## src/rtl/mioc_asic.sv

```systemverilog
// mioc_asic - memory and I/O controller for the ADAM computer board.
//
// Decodes Z80 buffered bus cycles against a 4-bit memory-map register and
// drives the ROM/region chip selects. It runs the DRAM RAS/MUX/CAS
// sequencer and multiplexes the DRAM address MSB (RA7). During refresh,
// RA7 carries an extra refresh address bit. It also stretches the system
// and AdamNET resets and turns 6801 DMA requests into Z80 bus requests.
//
// Ports
//   B_PHI                      Z80 clock; all registers update on its rising edge
//   PBRST_N, N_CVRST           computer-mode / game-mode reset requests (either one resets)
//   BA15,BA14,BA13,BA7,BA6     buffered address bits
//   BD3..BD0                   buffered data, low nibble (memory-map writes)
//   N_BWR,BRD_N,BMREQ_N,IORQ_N,BM1_N,BRFSH_N   Z80 buffered strobes, active low
//   WAIT_N,BUSAK_N,DMA_N,OS3_N wait, bus ack, 6801 DMA request, 6801 status
//   RA7                        DRAM address MSB
//   RAS_N,CAS1_N,CAS2_N,MUX    DRAM strobes (CAS1 internal 64K, CAS2 expansion 64K)
//                              and row/column select
//   BOOTROMCS_N,AUXROMCS_N,AUXDECODE1_N,EN245_N   region selects, active low
//   RST_N,CPRST_N,NETRST_N     stretched reset outputs, active low
//   BUSRQ_N,ADDRBUFEN_N        Z80 bus request, Z80 address buffer enable
//   SPINDIS_N,IS3_N            spinner interrupt disable, 6801 I/O strobe

module mioc_asic (
    input  logic B_PHI,
    input  logic PBRST_N,
    input  logic N_CVRST,
    input  logic BA15,
    input  logic BA14,
    input  logic BA13,
    input  logic BA7,
    input  logic BA6,
    input  logic BD3,
    input  logic BD2,
    input  logic BD1,
    input  logic BD0,
    input  logic N_BWR,
    input  logic BRD_N,
    input  logic BMREQ_N,
    input  logic IORQ_N,
    input  logic BM1_N,
    input  logic BRFSH_N,
    input  logic WAIT_N,
    input  logic BUSAK_N,
    input  logic DMA_N,
    input  logic OS3_N,
    output logic RA7,
    output logic RAS_N,
    output logic CAS1_N,
    output logic CAS2_N,
    output logic MUX,
    output logic BOOTROMCS_N,
    output logic AUXROMCS_N,
    output logic AUXDECODE1_N,
    output logic EN245_N,
    output logic RST_N,
    output logic CPRST_N,
    output logic NETRST_N,
    output logic BUSRQ_N,
    output logic ADDRBUFEN_N,
    output logic SPINDIS_N,
    output logic IS3_N
);

    typedef enum logic [1:0] {ST_IDLE, ST_ROW, ST_COL} dram_st_e;
    typedef enum logic [1:0] {TGT_NONE, TGT_INT, TGT_EXP} ram_tgt_e;

    logic       sys_rst;
    logic       io_acc;
    logic       map_wr;
    logic       mem_vld;
    logic       ram_hit;
    logic       dec_boot, dec_aux1, dec_auxrom, dec_en245, dec_int, dec_exp;
    logic       rfsh_msb_d;
    // Wait states only stretch BMREQ_N, which the sequencer already follows.
    logic       unused_wait;

    logic [3:0] map_q;
    dram_st_e   st_q;
    ram_tgt_e   tgt_q;
    logic       rfsh_q;
    logic       ras_n_q, mux_q, cas1_n_q, cas2_n_q, ra7_q;
    logic       rfsh_msb_q, rfsh_ba6_q;
    logic       spindis_n_q, busrq_n_q, addrbufen_n_q;
    logic [2:0] rcnt_q;
    logic       rst_n_q;

    assign unused_wait = WAIT_N;

    assign sys_rst = !PBRST_N || !N_CVRST;
    // BM1_N low with IORQ_N low is an interrupt acknowledge, not an I/O access.
    assign io_acc  = !IORQ_N && BM1_N;
    assign map_wr  = io_acc && !N_BWR && !BA7 && BA6;
    assign mem_vld = !BMREQ_N && BRFSH_N && (!BRD_N || !N_BWR);

    // Region decode from the memory map; a 6801 DMA cycle always hits internal RAM.
    always_comb begin
        dec_boot   = 1'b0;
        dec_aux1   = 1'b0;
        dec_auxrom = 1'b0;
        dec_en245  = 1'b0;
        dec_int    = 1'b0;
        dec_exp    = 1'b0;
        if (!DMA_N) begin
            dec_int = 1'b1;
        end else if (!BA15) begin
            case (map_q[1:0])
                2'b00:   dec_boot = 1'b1;
                2'b01:   dec_int  = 1'b1;
                2'b10:   dec_exp  = 1'b1;
                default: begin
                    if (!BA14 && !BA13) dec_aux1 = 1'b1;
                    else                dec_int  = 1'b1;
                end
            endcase
        end else begin
            case (map_q[3:2])
                2'b00:   dec_int    = 1'b1;
                2'b01:   dec_exp    = 1'b1;
                2'b10:   dec_auxrom = 1'b1;
                default: dec_en245  = 1'b1;
            endcase
        end
    end

    assign ram_hit = mem_vld && (dec_int || dec_exp);

    assign BOOTROMCS_N  = !(mem_vld && dec_boot);
    assign AUXDECODE1_N = !(mem_vld && dec_aux1);
    assign AUXROMCS_N   = !(mem_vld && dec_auxrom);
    assign EN245_N      = !(mem_vld && dec_en245);

    // OS3_N low means the 6801 owns the strobe, so it is held inactive.
    assign IS3_N = !(io_acc && !BA7 && !BA6 && OS3_N && !sys_rst);

    // The 8th refresh bit flips when the refresh address wraps from the
    // top of a 7-bit page (BA6 high) back to its bottom (BA7:BA6 = 00).
    assign rfsh_msb_d = rfsh_msb_q ^ (rfsh_ba6_q && !BA7 && !BA6);

    always_ff @(posedge B_PHI) begin
        if (!PBRST_N)        map_q <= 4'b0000;
        else if (!N_CVRST)   map_q <= 4'b1111;
        else if (map_wr)     map_q <= {BD3, BD2, BD1, BD0};
    end

    // DRAM sequencer; strobes are registered together with the state so they
    // change on the same edge as the state they belong to.
    always_ff @(posedge B_PHI) begin
        if (sys_rst) begin
            st_q       <= ST_IDLE;
            tgt_q      <= TGT_NONE;
            rfsh_q     <= 1'b0;
            ras_n_q    <= 1'b1;
            mux_q      <= 1'b0;
            cas1_n_q   <= 1'b1;
            cas2_n_q   <= 1'b1;
            ra7_q      <= 1'b0;
            rfsh_msb_q <= 1'b0;
            rfsh_ba6_q <= 1'b0;
        end else if (BMREQ_N) begin
            // End of cycle or abort: release everything from any state.
            st_q     <= ST_IDLE;
            tgt_q    <= TGT_NONE;
            rfsh_q   <= 1'b0;
            ras_n_q  <= 1'b1;
            mux_q    <= 1'b0;
            cas1_n_q <= 1'b1;
            cas2_n_q <= 1'b1;
            ra7_q    <= BA7;
        end else begin
            case (st_q)
                ST_IDLE: begin
                    if (ram_hit || !BRFSH_N) begin
                        st_q    <= ST_ROW;
                        ras_n_q <= 1'b0;
                        mux_q   <= 1'b0;
                        rfsh_q  <= !BRFSH_N;
                        // Target is latched so a map write mid-cycle cannot retarget CAS.
                        if (mem_vld && dec_exp)      tgt_q <= TGT_EXP;
                        else if (mem_vld && dec_int) tgt_q <= TGT_INT;
                        else                         tgt_q <= TGT_NONE;
                        if (!BRFSH_N) begin
                            rfsh_msb_q <= rfsh_msb_d;
                            rfsh_ba6_q <= BA6;
                            ra7_q      <= rfsh_msb_d;
                        end else begin
                            ra7_q <= BA7;
                        end
                    end else begin
                        ra7_q <= BA7;
                    end
                end
                ST_ROW: begin
                    if (rfsh_q) begin
                        ra7_q <= rfsh_msb_q;
                    end else begin
                        st_q     <= ST_COL;
                        mux_q    <= 1'b1;
                        cas1_n_q <= (tgt_q != TGT_INT);
                        cas2_n_q <= (tgt_q != TGT_EXP);
                        ra7_q    <= BA15;
                    end
                end
                ST_COL: begin
                    ra7_q <= BA15;
                end
                default: begin
                    st_q     <= ST_IDLE;
                    ras_n_q  <= 1'b1;
                    mux_q    <= 1'b0;
                    cas1_n_q <= 1'b1;
                    cas2_n_q <= 1'b1;
                    ra7_q    <= BA7;
                end
            endcase
        end
    end

    always_ff @(posedge B_PHI) begin
        if (sys_rst) begin
            spindis_n_q   <= 1'b1;
            busrq_n_q     <= 1'b1;
            addrbufen_n_q <= 1'b0;
        end else begin
            if (io_acc && BA7) spindis_n_q <= BA6;
            busrq_n_q     <= DMA_N;
            addrbufen_n_q <= !DMA_N && !BUSAK_N;
        end
    end

    // Reset stretcher: outputs rise on the 4th edge after sys_rst releases.
    always_ff @(posedge B_PHI) begin
        if (sys_rst) begin
            rcnt_q  <= 3'd0;
            rst_n_q <= 1'b0;
        end else if (rcnt_q != 3'd4) begin
            rcnt_q  <= rcnt_q + 3'd1;
            rst_n_q <= (rcnt_q == 3'd3);
        end
    end

    assign RA7         = ra7_q;
    assign RAS_N       = ras_n_q;
    assign MUX         = mux_q;
    assign CAS1_N      = cas1_n_q;
    assign CAS2_N      = cas2_n_q;
    assign RST_N       = rst_n_q;
    assign CPRST_N     = rst_n_q;
    assign NETRST_N    = rst_n_q;
    assign BUSRQ_N     = busrq_n_q;
    assign ADDRBUFEN_N = addrbufen_n_q;
    assign SPINDIS_N   = spindis_n_q;

endmodule

```

## config.mk

```make
export PLATFORM = sky130hd
export DESIGN_NAME = mioc_asic
export DESIGN_NICKNAME = d
export VERILOG_FILES = /design/src/rtl/mioc_asic.sv
export SDC_FILE = /design/constraint.sdc
export NUM_CORES = 1
export LEC_CHECK = 0
export ABC_CLOCK_PERIOD_IN_PS = 2800
export CELL_PAD_IN_SITES_DETAIL_PLACEMENT = 0
export CELL_PAD_IN_SITES_GLOBAL_PLACEMENT = 2
export CORE_MARGIN = 2
export CORE_UTILIZATION = 28
export CTS_CLUSTER_DIAMETER = 150
export DETAILED_ROUTE_END_ITERATION = 7
export GPL_TIMING_DRIVEN = 0
export PLACE_DENSITY = 0.88
export SETUP_SLACK_MARGIN = 0.4
export SLEW_MARGIN = 5
export SYNTH_ARGS = -nofsm -noshare
export SYNTH_HDL_FRONTEND = slang
export SYNTH_SLANG_ARGS = --single-unit
```

## constraint.sdc

```tcl
create_clock -name B_PHI -period 2.8 [get_ports B_PHI]
set_clock_uncertainty 0.2 [all_clocks]
set_input_delay 0.28 -clock B_PHI [delete_from_list [all_inputs] [get_ports B_PHI]]
set_output_delay 0.28 -clock B_PHI [all_outputs]
set_load 0.05 [all_outputs]
```

==> flow_summary_export.csv, run 1 <==
group,metric,value,unit
status,status,"completed",
timing,hold_slack,0.278,ns
floorplanning,ios,38,
setup_path,r2r_end,"st_q[1]$_SDFFE_PP0P_",
global_route,track_usage,12.1,%
setup_path,arrival,1.94,ns
synth,synth_cell_type_count,41,
synth,yosysWarnings,0,
route,wl,2.72,mm
timing,relSlewSlack,66.6,%
setup_path,rr_worst_depth,8,
route,drc,0,
setup_path,path_max_fanout,5,
cells_and_area,final_util,41.2,%
clocking,holdBufCountCts,0,
synth,synth_top_family_by_area,"simple AND/OR/NAND/NOR gates",
route,drtIter0Drc,21,
route,dr.pass1.iters,4,
synth,synth_nets,167,
timing,fin_ws,0.378,ns
clocking,path_clk_slew,0.08,ns
min_path,worstHoldPathCells,2,
timing,hold_viol_final,0,
setup_path,reg2reg_slack,0.78,ns
global_route,grt_pass1_wl,4.80,mm
synth,yosys.area_share.simple,27.1,%
min_path,hp-class,"register to register",
clocking,clkSinkCount,22,
timing,rsz0062_at_grt,"true",
setup_path,start_kind,"input pin",
power,leakage,0.678,nW
clocking,cts_tree,"built",
synth,synth_compound_area_share,14.7,%
synth,syn-cell-area,1200,µm²
cells_and_area,num-nets-final,208,
cells_and_area,regArea,440,µm²
synth,ys_seq_elements,22,
route,vias,1096,
timing,finalSetupViolations,0,
synth,synth_top_area_share,36.6,%
cells_and_area,most-common-layout-cells,"28 x clkdlybuf4s50_1, 22 x dfxtp_1, 14 x nor2_1",
timing,max_freq,413,MHz
min_path,min_from,"SPINDIS_N$_SDFFE_PP1P_",
place,dpl.hpwl,2.20,mm
clocking,cts_buffers,3,
place,gp_congestion,0.776,
place,dpl_cell_area,1620,µm²
synth,syn_avg_cell_area,8.73,µm²
global_route,antenna_found_initial,0,
setup_path,path_class,"input pin to output port",
place,place_ws,-0.279,ns
cells_and_area,area_growth,38.8,%
cells_and_area,design_area,1670,µm²
cells_and_area,fillers,405,
min_path,hold_end,"SPINDIS_N$_SDFFE_PP1P_",
cells_and_area,final_common_cell,"clkdlybuf4s50_1",
route,ant_nets,0,
timing,fin_crit,2.42,ns
global_route,grt_start_max_net_pins,13,
global_route,first_global_vias,1097,
floorplanning,initial_core_util,29.7,%
synth,synth_xor_area_share,1.45,%
cells_and_area,drive_gt1_share,15.2,%
power,p_per_area,403,nW/µm²
place,io_buffers,35,
setup_path,r2r_start,"st_q[1]$_SDFFE_PP0P_",
clocking,root_buffer,"clkbuf_8",
setup_path,required,2.32,ns
clocking,clk_latency,0.26,ns
cells_and_area,multiInputGateArea,697,µm²
route,wire_per_inst,11.9,µm
synth,synth_cells,138,
floorplanning,fp.dieW,69.6,µm
synth,synth_area_leader_cell,"dfxtp_1",
timing,tightest_slew,0.499,ns
synth,synthAdderAreaFrac,7.27,%
floorplanning,rows,23,
floorplanning,die_y,69.6,µm
floorplanning,die_area,4840,µm²
setup_path,cp-end-kind,"output port",
floorplanning,core_area,4060,µm²
synth,yosysSeqAreaShare,36.6,%
power,peakVddDrop,0.156,mV
timing,final_max_slew_viol_count,0,
global_route,grt_remaining_overflow,0,
cells_and_area,diodes,0,
timing,finalCritPeriodShare,86.5,%
clocking,htreeDepth,1,
power,total_power,0.675,mW
route,vias_per_cell,4.81,
clocking,clockBufferDepth,2,
synth,synthMuxAreaShare,6.75,%
synth,synth_area_leaders,"dfxtp_1 37%, ha_1 7.3%, mux2i_1 5.8%",
flow_run,maxCapViolations,0,
through the flow:
stage / std cells / TNS [ns]
2_1_floorplan: 138 / 0
3_3_place_gp: 223 / -0.294
3_5_place_dp: 223 / -0.279
4_1_cts: 227 / 0
5_1_grt: 228 / 0
6_report: 228 / 0
how the worst max path moves through the flow:
stage | start | end | slack [ns] | cells past startpoint
6_report | BRD_N | BOOTROMCS_N | 0.38 | 6
5_1_grt | N_BWR | BOOTROMCS_N | 0.33 | 6
4_1_cts | BMREQ_N | BOOTROMCS_N | 0.34 | 5
3_5_place_dp | BRFSH_N | BOOTROMCS_N | -0.28 | 6
3_3_place_gp | BRFSH_N | BOOTROMCS_N | -0.29 | 6
2_1_floorplan | st_q[1]$_SDFFE_PP0P_ | st_q[1]$_SDFFE_PP0P_ | 0.63 | 8
layer usage:
layer,global-route usage (%),share of wire (%),vias up
li1,-,-,565
met1,15.1,45,491
met2,20.1,47,35
met3,2.76,6.2,5
met4,4.58,1.8,0
met5,0,0,-
layout make-up:
type / instances / share of cell area (%)
sequential: 22 / 26.3
clock buffer: 4 / 3.29
buffer: 5 / 2.54
tap: 50 / 3.74
inverter: 8 / 1.94
multi-input combinational: 103 / 41.7
timing repair buffer: 36 / 20.5
cells in the mapped netlist:
master,count
a21boi_0,4
a21o_1,1
a21oi_1,7
a221oi_1,1
a311oi_1,1
a41o_2,1
and2_1,1
and2_2,2
buf_4,2
buf_6,2
clkbuf_1,1
dfxtp_1,22
ha_1,7
inv_1,6
inv_2,1
inv_4,1
mux2_2,1
mux2i_1,7
nand2_1,12
nand2b_1,1
nand3_1,7
nand4_1,3
nand4b_1,4
nor2_1,14
nor2b_1,5
nor3_1,2
nor3_2,1
nor3b_1,1
nor3b_2,1
o2111ai_1,1
o211ai_1,1
o211ai_2,1
o21ai_0,7
o21ai_1,1
o31ai_1,1
or2_2,2
or2b_1,1
or4_4,1
or4b_1,1
xnor2_1,1
xor2_1,1
worst max-delay path: stages:
cell,delay (ns)
clkdlybuf4s50_1,0.41
and2_1,0.20
nor3_4,0.20
and2_2,0.22
or4b_1,0.44
buf_4,0.20
flip-flops by register name (all words and copies together), names as in the netlist, 2 cells and up:
name	flops
map_q	4
rcnt_q	3
st_q	2
tgt_q	2
cells by family (layout without fill, tap and decap cells):
family	Yosys count	after routing
simple gates	59	59
compound gates	27	27
flops	22	22
buf+inv	13	53
mux	8	8
fa+ha+maj	7	7
xor+xnor	2	2
power by group:
group	switching, mW	leakage (nW)	internal (mW)	total [mW]
clock network	0.103	0.0288	0.125	0.228
logic	0.0573	0.469	0.0583	0.116
registers	0.00819	0.180	0.323	0.331
total	0.168	0.678	0.506	0.675
what timing repair did:
action	in CTS	in global routing
gates resized for setup	13	11
pin swaps	1	1
gates cloned	0	0
buffers inserted	0	1
setup endpoints to repair	5	5
Power figures use the tool's default switching activity.
==> run 2, diff against run 1 <==
CORE_MARGIN = default   (was 2)
CTS_BUF_LIST = sky130_fd_sc_hd__clkbuf_16   (was default)
SLEW_MARGIN = 25   (was 5)
==> flow_summary_export.csv, run 2 (synthesized netlist as in run 1, its figures left out) <==
group,metric,value,unit
power,total_power,0.849,mW
setup_path,crit_start,"BRD_N",
setup_path,path_max_fanout,4,
global_route,grt_pass1_wl,4.53,mm
route,drtIter0Drc,10,
clocking,htreeDepth,1,
clocking,cts_buffers,3,
floorplanning,initial_core_util,29.7,%
power,peakVddDrop,0.273,mV
setup_path,cp-end-kind,"output port",
route,ant_nets,0,
global_route,first_global_vias,1021,
cells_and_area,layout.cells.non_filler,228,
status,status,"completed",
route,wl,2.70,mm
timing,rsz0062_at_grt,"true",
cells_and_area,area_growth,45.1,%
place,gp_congestion,0.789,
flow_run,maxCapViolations,0,
global_route,track_usage,13.3,%
route,dr.pass1.iters,4,
global_route,grt_remaining_overflow,0,
timing,fin_ws,0.418,ns
setup_path,arrival,1.90,ns
cells_and_area,diodes,0,
timing,fin_crit,2.38,ns
floorplanning,ios,38,
place,place_ws,-0.301,ns
timing,fin_tns_setup,0,ns
clocking,holdBufCountCts,0,
route,vias_per_cell,4.83,
min_path,min_from,"BA15",
setup_path,worstPathCellList,"clkdlybuf4s50_1 > and2_4 > nor3_4 > and2_4 > or4b_4 > buf_8",
cells_and_area,regMostFlops,"map_q",
cells_and_area,largest_reg_flops,4,
floorplanning,core_area,4060,µm²
cells_and_area,num-nets-final,208,
power,leakage,0.705,nW
timing,hold_viol_final,0,
min_path,hp-class,"input pin to register",
timing,final_max_slew_viol_count,0,
timing,hold_slack,0.269,ns
place,dpl.hpwl,2.14,mm
cells_and_area,most-common-layout-cells,"27 x clkdlybuf4s50_1, 22 x dfxtp_1, 14 x nor2_1",
cells_and_area,reg_top3,"map_q (4), rcnt_q (3)",
setup_path,cpMostUsedCell,"and2_4",
setup_path,r2r_start,"st_q[0]$_SDFFE_PP0P_",
global_route,grt_start_max_net_pins,14,
cells_and_area,fillers,391,
clocking,clockBufferDepth,2,
place,io_buffers,35,
clocking,clk_latency,0.25,ns
floorplanning,die_area,4570,µm²
cells_and_area,drive_gt1_share,14.6,%
floorplanning,die_y,67.6,µm
clocking,cts_tree,"built",
setup_path,cpPeakStageDelay,0.47,ns
timing,finalSetupViolations,0,
place,place_inst,223,
route,vias,1102,
power,p_per_area,486,nW/µm²
route,wire_per_inst,11.8,µm
timing,max_freq,420,MHz
floorplanning,fp.dieW,67.6,µm
global_route,antenna_found_initial,0,
timing,tightest_slew,0.497,ns
route,drc,0,
timing,relSlewSlack,66.8,%
setup_path,slowest_stage,"or4b_4",
floorplanning,rows,23,
clocking,path_clk_slew,0.06,ns
setup_path,start_kind,"input pin",
setup_path,path_class,"input pin to output port",
setup_path,required,2.32,ns
timing,finalCritPeriodShare,85.1,%
clocking,clkSinkCount,22,
cells_and_area,final_common_cell,"clkdlybuf4s50_1",
clocking,root_buffer,"clkbuf_16",
## run 2: cell types whose count changed in the layout (fill, tap and decap cells not counted), sizes merged
| cell | previous run | this run |
|---|---|---|
| dlygate4sd2 | 1 | 5 |
| clkdlybuf4s50 | 28 | 27 |
| clkbuf | 8 | 4 |
| bufinv | 0 | 1 |
## run 2: stage by stage
step | utilization, % | cell area [µm²]
final | 43.1 | 1750
after global routing | 43.1 | 1750
after CTS | 42.4 | 1720
after detailed placement | 39.9 | 1620
after global placement | 39.9 | 1620
after floorplan | - | 1200
## run 2: routing by layer
layer,track usage [%],up-vias,part of all wire (%)
met5,0,-,0
met4,5.59,0,1.7
met3,2.36,4,5.8
met2,22.0,32,47
met1,16.6,501,46
li1,-,565,-
## run 2: final timing paths
kind / slack [ns] / cells after the start / end
setup / recovery: 0.42 / 6 / BOOTROMCS_N
hold / removal: 0.27 / 5 / RA7$_SDFF_PP0_
hold reg to reg: 0.27 / 2 / SPINDIS_N$_SDFFE_PP1P_
setup reg to reg: 0.76 / 8 / st_q[1]$_SDFFE_PP0P_
## run 2: cell type report
type / count / area, µm² / area share [%]
Buffer: 5 / 42.5 / 2.43
Clock buffer: 3 / 75.1 / 4.29
Clock inverter: 1 / 30.0 / 1.72
Inverter: 8 / 32.5 / 1.86
Multi-Input combinational cell: 103 / 704 / 40.3
Sequential cell: 22 / 440 / 25.2
Tap cell: 50 / 62.6 / 3.58
Timing Repair Buffer: 36 / 360 / 20.6
## run 2: report_power, final
part	switching [mW]	leakage [nW]	total, mW	internal, mW
registers	0.00863	0.180	0.332	0.323
clock network	0.116	0.0511	0.400	0.284
logic	0.0581	0.474	0.117	0.0592
total	0.183	0.705	0.849	0.666
## run 2: what timing repair did
action | CTS | global route
resized for setup | 14 | 10
buffers inserted | 0 | 1
cloned | 0 | 0
pin swaps | 1 | 3
setup endpoints to repair | 5 | 5
## run 2: worst max-delay path, delay by kind of cell
family / cells / cell delay, ns
and+or+nand+nor: 4 / 1.06
buffers and inverters: 2 / 0.57
